**config.mk**
```make
export PLATFORM = sky130hd
export DESIGN_NAME = uart_rx_buffer
export DESIGN_NICKNAME = d
export VERILOG_FILES = /design/src/rtl/uart_rx_buffer_pkg.sv /design/src/rtl/uart_rx_buffer_sync_fifo.sv /design/src/rtl/uart_rx_buffer.sv
export SDC_FILE = /design/constraint.sdc
export NUM_CORES = 1
export LEC_CHECK = 0
export ABC_CLOCK_PERIOD_IN_PS = 6400
export CAP_MARGIN = 20
export CORE_UTILIZATION = 55
export DETAILED_ROUTE_END_ITERATION = 8
export PLACE_DENSITY = 0.77
export SETUP_SLACK_MARGIN = 0.2
export SLEW_MARGIN = 30
export SYNTH_ARGS = -nofsm -noshare
export SYNTH_HDL_FRONTEND = slang
export SYNTH_HIERARCHICAL = 1
export SYNTH_SLANG_ARGS = --single-unit
export TNS_END_PERCENT = 100
```
**constraint.sdc**
```tcl
create_clock -name clk -period 6.4 [get_ports clk]
set_input_delay 1.28 -clock clk [delete_from_list [all_inputs] [get_ports clk]]
set_output_delay 1.28 -clock clk [all_outputs]
set_load 0.01 [all_outputs]
```
**src/rtl/uart_rx_buffer_pkg.sv**
```systemverilog
// ============================================================================
// Module  : uart_rx_buffer_pkg
// Brief   : Shared constants for the UART receive buffer: poll FSM states,
//           UART read-select codes and status-byte bit positions.
// Revision: 1.0
// ============================================================================
`default_nettype none

package uart_rx_buffer_pkg;

  // Poll FSM state encoding
  localparam logic [1:0] IDLE = 2'd0;
  localparam logic [1:0] STAT = 2'd1;
  localparam logic [1:0] DATA = 2'd2;
  localparam logic [1:0] PUSH = 2'd3;

  // UART read-port select codes
  localparam logic [1:0] RD_NONE = 2'b00;
  localparam logic [1:0] RD_DATA = 2'b01;
  localparam logic [1:0] RD_STAT = 2'b10;

  // UART status byte bit positions
  localparam int RXRDY = 0;
  localparam int TXRDY = 1;
  localparam int PERR  = 2;
  localparam int FERR  = 3;
  localparam int OVF   = 4;

  function automatic logic [2:0] err_flags(input logic [7:0] status);
    return {status[OVF], status[FERR], status[PERR]};
  endfunction

endpackage

`default_nettype wire

```
**src/rtl/uart_rx_buffer_sync_fifo.sv**
```systemverilog
// ============================================================================
// Module  : uart_rx_buffer_sync_fifo
// Brief   : Show-ahead circular FIFO with AW+1 bit wrap pointers; a push into
//           a full FIFO is accepted when a pop retires the head that cycle.
// Revision: 1.0
// ============================================================================
`default_nettype none

module uart_rx_buffer_sync_fifo #(
  parameter int WIDTH = 8,
  parameter int DEPTH = 16,
  parameter int AW    = 4
) (
  input  logic             clk,
  input  logic             rst,
  input  logic             i_push,
  input  logic [WIDTH-1:0] i_wdata,
  input  logic             i_pop,
  output logic [WIDTH-1:0] o_rdata,
  output logic             o_empty,
  output logic             o_full,
  output logic [AW:0]      o_count
);

  localparam logic [AW:0] PTR_ONE = {{AW{1'b0}}, 1'b1};

  logic [AW:0]      r_wptr;
  logic [AW:0]      r_rptr;
  logic [WIDTH-1:0] r_mem [DEPTH];

  logic w_empty;
  logic w_full;
  logic w_do_pop;
  logic w_do_push;

  assign w_empty   = (r_wptr == r_rptr);
  assign w_full    = (r_wptr[AW] != r_rptr[AW]) && (r_wptr[AW-1:0] == r_rptr[AW-1:0]);
  assign w_do_pop  = i_pop & ~w_empty;
  // When full, the slot being written is the head being retired this cycle.
  assign w_do_push = i_push & (~w_full | w_do_pop);

  always_ff @(posedge clk or posedge rst) begin
    if (rst) begin
      r_wptr <= '0;
      r_rptr <= '0;
    end else begin
      if (w_do_push) r_wptr <= r_wptr + PTR_ONE;
      if (w_do_pop)  r_rptr <= r_rptr + PTR_ONE;
    end
  end

  always_ff @(posedge clk) begin
    if (w_do_push) r_mem[r_wptr[AW-1:0]] <= i_wdata;
  end

  assign o_rdata = w_empty ? '0 : r_mem[r_rptr[AW-1:0]];
  assign o_empty = w_empty;
  assign o_full  = w_full;
  assign o_count = r_wptr - r_rptr;

endmodule

`default_nettype wire

```
**src/rtl/uart_rx_buffer.sv**
```systemverilog
// ============================================================================
// Module  : uart_rx_buffer
// Brief   : Polls the UART on each interrupt, reads ready Rx bytes and queues
//           them for the processor. Define UART_RX_ERR_CAPTURE_EN to store
//           the {ovf,ferr,perr} status flags alongside each byte.
// Revision: 1.0
// ============================================================================
`default_nettype none

module uart_rx_buffer
  import uart_rx_buffer_pkg::*;
#(
  parameter int DEPTH = 16,
  parameter int AW    = 4
) (
  input  logic          clk,
  input  logic          rst,
  input  logic          uart_int,
  input  logic [7:0]    uart_ds,
  output logic [1:0]    uart_read,
  input  logic          pop,
  output logic [7:0]    rd_data,
  output logic [2:0]    rd_err,
  output logic          empty,
  output logic          full,
  output logic [AW:0]   count,
  output logic          drop
);

`ifdef UART_RX_ERR_CAPTURE_EN
  localparam int ENTRY_W = 11;
`else
  localparam int ENTRY_W = 8;
`endif

  logic [1:0]         r_state;
  logic               r_pend;
  logic [1:0]         r_uart_read;
  logic [7:0]         r_byte;
  logic               r_drop;
`ifdef UART_RX_ERR_CAPTURE_EN
  logic [2:0]         r_err;
`endif

  logic               w_push;
  logic               w_full;
  logic [ENTRY_W-1:0] w_wdata;
  logic [ENTRY_W-1:0] w_rdata;

  assign w_push = (r_state == PUSH);

  always_ff @(posedge clk or posedge rst) begin
    if (rst) begin
      r_state     <= IDLE;
      r_uart_read <= RD_NONE;
      r_byte      <= '0;
`ifdef UART_RX_ERR_CAPTURE_EN
      r_err       <= '0;
`endif
    end else begin
      case (r_state)
        IDLE: begin
          if (r_pend) begin
            r_state     <= STAT;
            r_uart_read <= RD_STAT;
          end
        end
        STAT: begin
`ifdef UART_RX_ERR_CAPTURE_EN
          r_err <= err_flags(uart_ds);
`endif
          // A tx-only interrupt ends the poll here.
          if (uart_ds[RXRDY]) begin
            r_state     <= DATA;
            r_uart_read <= RD_DATA;
          end else begin
            r_state     <= IDLE;
            r_uart_read <= RD_NONE;
          end
        end
        DATA: begin
          r_byte      <= uart_ds;
          r_state     <= PUSH;
          r_uart_read <= RD_NONE;
        end
        default: begin
          r_state     <= IDLE;
          r_uart_read <= RD_NONE;
        end
      endcase
    end
  end

  // A new interrupt outranks the clear taken when a poll starts.
  always_ff @(posedge clk or posedge rst) begin
    if (rst) begin
      r_pend <= 1'b0;
    end else if (uart_int) begin
      r_pend <= 1'b1;
    end else if ((r_state == IDLE) && r_pend) begin
      r_pend <= 1'b0;
    end
  end

  always_ff @(posedge clk or posedge rst) begin
    if (rst) begin
      r_drop <= 1'b0;
    end else if (w_push && w_full && !pop) begin
      r_drop <= 1'b1;
    end
  end

`ifdef UART_RX_ERR_CAPTURE_EN
  assign w_wdata = {r_err, r_byte};
  assign rd_data = w_rdata[7:0];
  assign rd_err  = w_rdata[10:8];
`else
  assign w_wdata = r_byte;
  assign rd_data = w_rdata;
  assign rd_err  = 3'b000;
`endif

  uart_rx_buffer_sync_fifo #(
    .WIDTH (ENTRY_W),
    .DEPTH (DEPTH),
    .AW    (AW)
  ) u_fifo (
    .clk     (clk),
    .rst     (rst),
    .i_push  (w_push),
    .i_wdata (w_wdata),
    .i_pop   (pop),
    .o_rdata (w_rdata),
    .o_empty (empty),
    .o_full  (w_full),
    .o_count (count)
  );

  assign full      = w_full;
  assign drop      = r_drop;
  assign uart_read = r_uart_read;

endmodule

`default_nettype wire

```
==> results.md, run 1 <==
* Status: finished clean
* Via count at 3080
* First-pass GRT wire length at 18.48 mm
* Total power at 3.708 mW
* Leakage power at 2.593 nW
* TritonCTS clock tree: yes
* Final wirelength at 12.01 mm
* Clk_lat worst skew at 410 ps
* Final period util at 0.7346
* RSZ-0062 raised after global routing: false
* Internal power at 2.559 mW
* Core footprint at 10980 sq um
* Fin nets at 394
* Worst-margin pin slew at 895.8 ps
* Fin crit period at 4701 ps
* Synth Cell Area at 6299 sq um
* Clock tree buffer depth at 2
* Gp weighted congestion at 0.8992
* Die Area at 11880 sq um
* Slew margin rel. at 0.4006
* Post-synth top area cell: edfxtp_1
* Mapped Avg Cell Area at 18.80 sq um
* CP max FO at 17
* Vias in the first global route at 3319
* EDFF count, synth at 128
* I/O Pins at 33
* Setup_tns at 0 ps
* Sw Share at 0.3100
* Cts bufs inserted at 17
* CP endpoint kind: output port
* Die height at 109.0 um
* Initial antenna violation count at 0
* Synth warn at 6
* Fin util at 0.6625
* Grt total ovfl at 0
* Clock network power share at 0.269
* GRT Overall Usage at 0.2285
* Flops & latches, synth at 152
* Area delta synth->final at 15.51%
* Post-CTS Setup Inserts at 0
* Clk root buf: clkbuf_16
* H-Tree Depth at 4
* Final setup fails at 0
* Setup Skew at 9.706 ps
* DRC errors left at 0
* Initial cell density of the core at 0.5735
* Hold Vio Cnt, Final at 0
* Max Slew Vio Count at 0
* FMAX at 0.2127 GHz
* Post-Syn Instances at 335
* PwrDens at 509.6 nW/um^2
* FFs w/ async S/R, synth at 0.1579
* Synth cell types at 37
* CTS Hold Bufs at 0
* Vias/cell at 5.867
* Final hold slack at 468.5 ps
* Ranking of synthesized cells by area: edfxtp_1 (61%), dfrtp_1 (9.5%), mux4_2 (7.9%)
* Yosys top cell area share at 0.6103
* Seq/Total Area, Yosys at 0.7056
* P_sw at 1.149 mW
* PostCTS Resize Cnt at 0
* Max Cap Viol at 0
* WL per Instance at 22.87 um
* DRT Pass-1 Iters at 4
* Fraction of layout cells with a size suffix above 1 at 0.2104
* Worst Path Required at 5120 ps
* Largest net degree at the start of global routing at 25
* Part of the power in combinational logic at 0.303
* Maximum vdd ir drop at 430.2 uV
* Power share of the sequential group at 0.428
* Clock slew at reported path FFs at 60 ps
* CP Launch Type: flip-flop
* Most common cell after layout, fill and taps aside: edfxtp_1
* Initial DRC Count at 260
* Crit path DAT at 3420 ps
* Post-DRT Antenna Nets at 0
* Hold Crit Class: reg2reg
* Synth Flop Type: edfxtp_1
* # diodes at 0
* HPWL after detailed placement at 7.824 mm
* Commonest cells after routing, fill and taps aside: edfxtp_1 (128), clkdlybuf4s50_1 (29), dfrtp_1 (23), mux4_2 (22), clkbuf_16 (17)
* Clock sink count at 152
* Class of the most critical setup path: reg2out
* Die X at 109.0 um
* Input/output buffers at 29
* FP Rows at 38
-- worst max-delay path: stages, from the launching register on --
cell and delay, ps:
dfrtp_1 820, inv_2 310, ha_1 420, and4_1 210, nand2_1 320, o21ai_1 190
a21oi_1 180, clkdlybuf4s50_1 570
-- power groups by stage --
stage,clock [mW],sequential (mW),combinational (mW)
finish,0.998,1.59,1.12
global route,1.05,1.62,1.22
CTS,1.01,1.59,1.14
detailed placement,0,1.60,1.13
global placement,0,1.58,1.10
floorplan,0,1.43,0.856
-- kinds of logic after synthesis --
family,share of synthesized area
DFF,0.7056
muxes,0.1689
and+or+nand+nor,0.03437
buffers and inverters,0.02980
AOI/OAI and AO/OA,0.02304
xor gates and xnor gates,0.01669
adders and majority gates,0.02106
other,0.0005954
-- registers in the layout (all words and copies together) (netlist names) --
signal	flops
u_fifo/r_rptr	5
uart_read	2
drop	1
r_state	2
r_byte	8
r_pend	1
u_fifo/r_mem	128
u_fifo/r_wptr	5
-- path summary, 6_finish.rpt --
path                                   from            endpoint  slack [ps]  depth (start not counted)
max                        u_fifo/r_rptr[3]          rd_data[7]        1700                          7
min                                    drop                drop         470                          1
max reg2reg                u_fifo/r_rptr[3]  u_fifo/r_mem[3][7]        3000                          7
min reg2reg                            drop                drop         470                          1
max in group asynchronous               rst              r_pend        4710                          2
min in group asynchronous               rst    u_fifo/r_wptr[4]        1190                          2
-- layout make-up --
class                   count  area (sq um)
inverters                  12         45.04
well taps                 140         175.2
flip-flops and latches    152          4446
clock buffers              18         429.2
multi-input cells         154          1677
fillers                   737          3707
clock inverters            14         168.9
repair buffers             35         335.3
-- Yosys cell counts, types with 3 or more instances --
cell type  instances
edfxtp_1         128
dfrtp_1           24
mux4_2            22
nor2_1            15
inv_1             11
mux2i_1           11
xnor2_1           11
a21oi_1           10
ha_1               9
mux2_2             9
mux4_1             9
nand2_1            9
mux2_4             8
o21ai_1            7
buf_4              5
nor3_1             5
buf_2              4
clkbuf_1           4
nand2b_1           4
nand3_1            4
nand4_1            3
o21ai_0            3
-- routing by layer --
metal  share of wire  track usage
met1            0.42       0.2964
met3           0.064      0.06396
met5               0            0
met2            0.51       0.3805
met4          0.0092      0.06178
-- per-stage QoR --
step	instances	area, sq um	setup WS (ps)
5_1_grt	525	7276	1502
3_5_place_dp	493	6674	2169
4_1_cts	525	7272	1714
2_1_floorplan	337	6306	3005
6_report	525	7276	1699
3_3_place_gp	493	6674	2224
(Power assumes the default switching activity.)
==> inputs of run 2 (changes only) <==
Settings changed: ABC_CLOCK_PERIOD_IN_PS 6400 to 4600.
Clock period 6.4 ns to 4.6 ns, I/O delays scaled along.
==> run 2 against run 1 <==
Via count up 2.1%. Clock skew up 4.2 ps. Clock power up 34%. Combinational power up 47%. Global-route usage down 0.58 points. Wire length down 0.58%. Die area unchanged. Critical path depth unchanged. Power up 38%. Core utilization about the same.
==> results.md, run 2 (synthesis results as in run 1) <==
* Status: finished clean
* Post-DRT Antenna Nets at 0
* GR Util met3 at 0.05918
* I/O Pins at 33
* Clock tree buffer depth at 2
* Worst Path Required at 3680 ps
* CTS Hold Bufs at 0
* Fin crit period at 4116 ps
* Final period util at 0.8949
* Maximum vdd ir drop at 520.5 uV
* Power share of the sequential group at 0.414
* Slew margin rel. at 0.3553
* FMAX at 0.2429 GHz
* Clock network power share at 0.263
* PostCTS Resize Cnt at 0
* Initial cell density of the core at 0.5735
* Max Cap Viol at 0
* Via count at 3145
* Vias/cell at 5.979
* Clk root buf: clkbuf_16
* GRT Overall Usage at 0.2226
* Clk_lat worst skew at 420 ps
* CP max FO at 20
* Largest net degree at the start of global routing at 36
* DRT Pass-1 Iters at 5
* PwrDens at 702.1 nW/um^2
* Gp weighted congestion at 0.8909
* Part of the power in combinational logic at 0.323
* First-pass GRT wire length at 18.01 mm
* Sw Share at 0.3082
* Setup_tns at 0 ps
* Commonest cells after routing, fill and taps aside: edfxtp_1 (128), clkdlybuf4s50_1 (29), dfrtp_1 (24), mux4_2 (22), clkbuf_16 (19)
* Cts bufs inserted at 17
* CP endpoint kind: output port
* Most frequent CP cell: inv_1
* Die height at 109.0 um
* Final std cells w/o fill at 526
* Fillers at 698
* Post-CTS Setup Inserts at 0
* Total power at 5.105 mW
* Class of the most critical setup path: reg2out
* Area delta synth->final at 15.45%
* P_sw at 1.573 mW
* HPWL after detailed placement at 7.452 mm
* Final hold slack at 481.2 ps
* Critical Path Slowest Stage Cell: dfrtp_1
* Hold Vio Cnt, Final at 0
* Grt total ovfl at 0
* Final wirelength at 11.94 mm
* Die Area at 11880 sq um
* Vias in the first global route at 3159
* Initial antenna violation count at 0
* TritonCTS clock tree: yes
* FP Rows at 38
* M1 GR Usage at 0.2856
* Fraction of layout cells with a size suffix above 1 at 0.2047
* Fin nets at 395
* Internal power at 3.532 mW
* RSZ-0062 raised after global routing: false
* Grt met2 use at 0.3634
* Input/output buffers at 29
* Max incr delay on CP at 750 ps
* Die X at 109.0 um
* Most common cell after layout, fill and taps aside: edfxtp_1
* Final setup fails at 0
* Clock sink count at 152
* Initial DRC Count at 250
* Hold Crit Class: reg2reg
* WL per Instance at 22.69 um
* Layer with the highest usage: met2
* Clock slew at reported path FFs at 60 ps
* Setup Skew at 13.89 ps
* H-Tree Depth at 4
* # diodes at 0
* Worst-margin pin slew at 963.5 ps
* Crit path cell chain: inv_1, ha_1, and4_1, nand2_1, inv_1, o31ai_2, clkdlybuf4s50_1
* DRC errors left at 0
* Max reg flops at 128
* Placed Cells at 494
* Leakage power at 2.578 nW
* Core footprint at 10980 sq um
* Max Slew Vio Count at 0
* Crit path DAT at 3200 ps
* CP Launch Type: flip-flop
[run 2: cell count changes in the layout (fill, tap and decap cells not counted), sizes merged]
cell / previous run / this run
bufinv: 3 / 1
buf: 6 / 7
inv: 16 / 12
clkbuf: 18 / 23
clkinvlp: 1 / 5
clkinv: 6 / 3
[run 2: worst paths after layout]
check	from	endpoint	slack [ps]	cells past startpoint
max	u_fifo/r_rptr[2]	rd_data[6]	480	7
min	drop	drop	480	1
max reg2reg	u_fifo/r_rptr[2]	u_fifo/r_mem[7][2]	1450	6
min reg2reg	drop	drop	480	1
max in group asynchronous	rst	r_byte[6]	3250	2
min in group asynchronous	rst	u_fifo/r_wptr[4]	830	2
[run 2: cell type report]
type,count,area (sq um),share of cell area
Multi-Input combinational cell,154,1674,0.2302
Timing Repair Buffer,36,342.8,0.04714
Tap cell,140,175.2,0.02409
Clock inverter,9,90.09,0.01239
Inverter,12,45.04,0.006194
Sequential cell,152,4444,0.6111
Clock buffer,23,500.5,0.06882
[run 2: layer usage]
metal | up-vias | routed length [um] | part of all wire
li1 | 1379 | - | -
met1 | 1650 | 4982 | 0.42
met2 | 104 | 6118 | 0.51
met3 | 12 | 698 | 0.058
met4 | 0 | 136 | 0.011
met5 | - | 0 | 0
[run 2: power groups by stage]
stage	clock, mW	combinational (mW)	sequential, mW
final	1.34	1.65	2.11
after global routing	1.42	1.78	2.15
after detailed placement	0	1.66	2.14
after floorplan	0	1.19	1.99
after CTS	1.36	1.67	2.11
after global placement	0	1.63	2.11
[run 2: worst max-delay path: cells and delay by family, from the launching register on]
family / cells / cell delay, ps
DFF: 1 / 750
adders and majority gates: 1 / 390
and+or+nand+nor: 2 / 510
buffers and inverters: 3 / 880
AOI/OAI and AO/OA: 1 / 240
[run 2: through the flow]
stage            util  setup slack, ps  cell area [sq um]
2_1_floorplan       -             1565               6306
3_3_place_gp   0.6083             1065               6681
3_5_place_dp   0.6083            955.3               6681
4_1_cts        0.6621            498.9               7272
5_1_grt        0.6621            270.1               7272
6_report       0.6621            483.6               7272
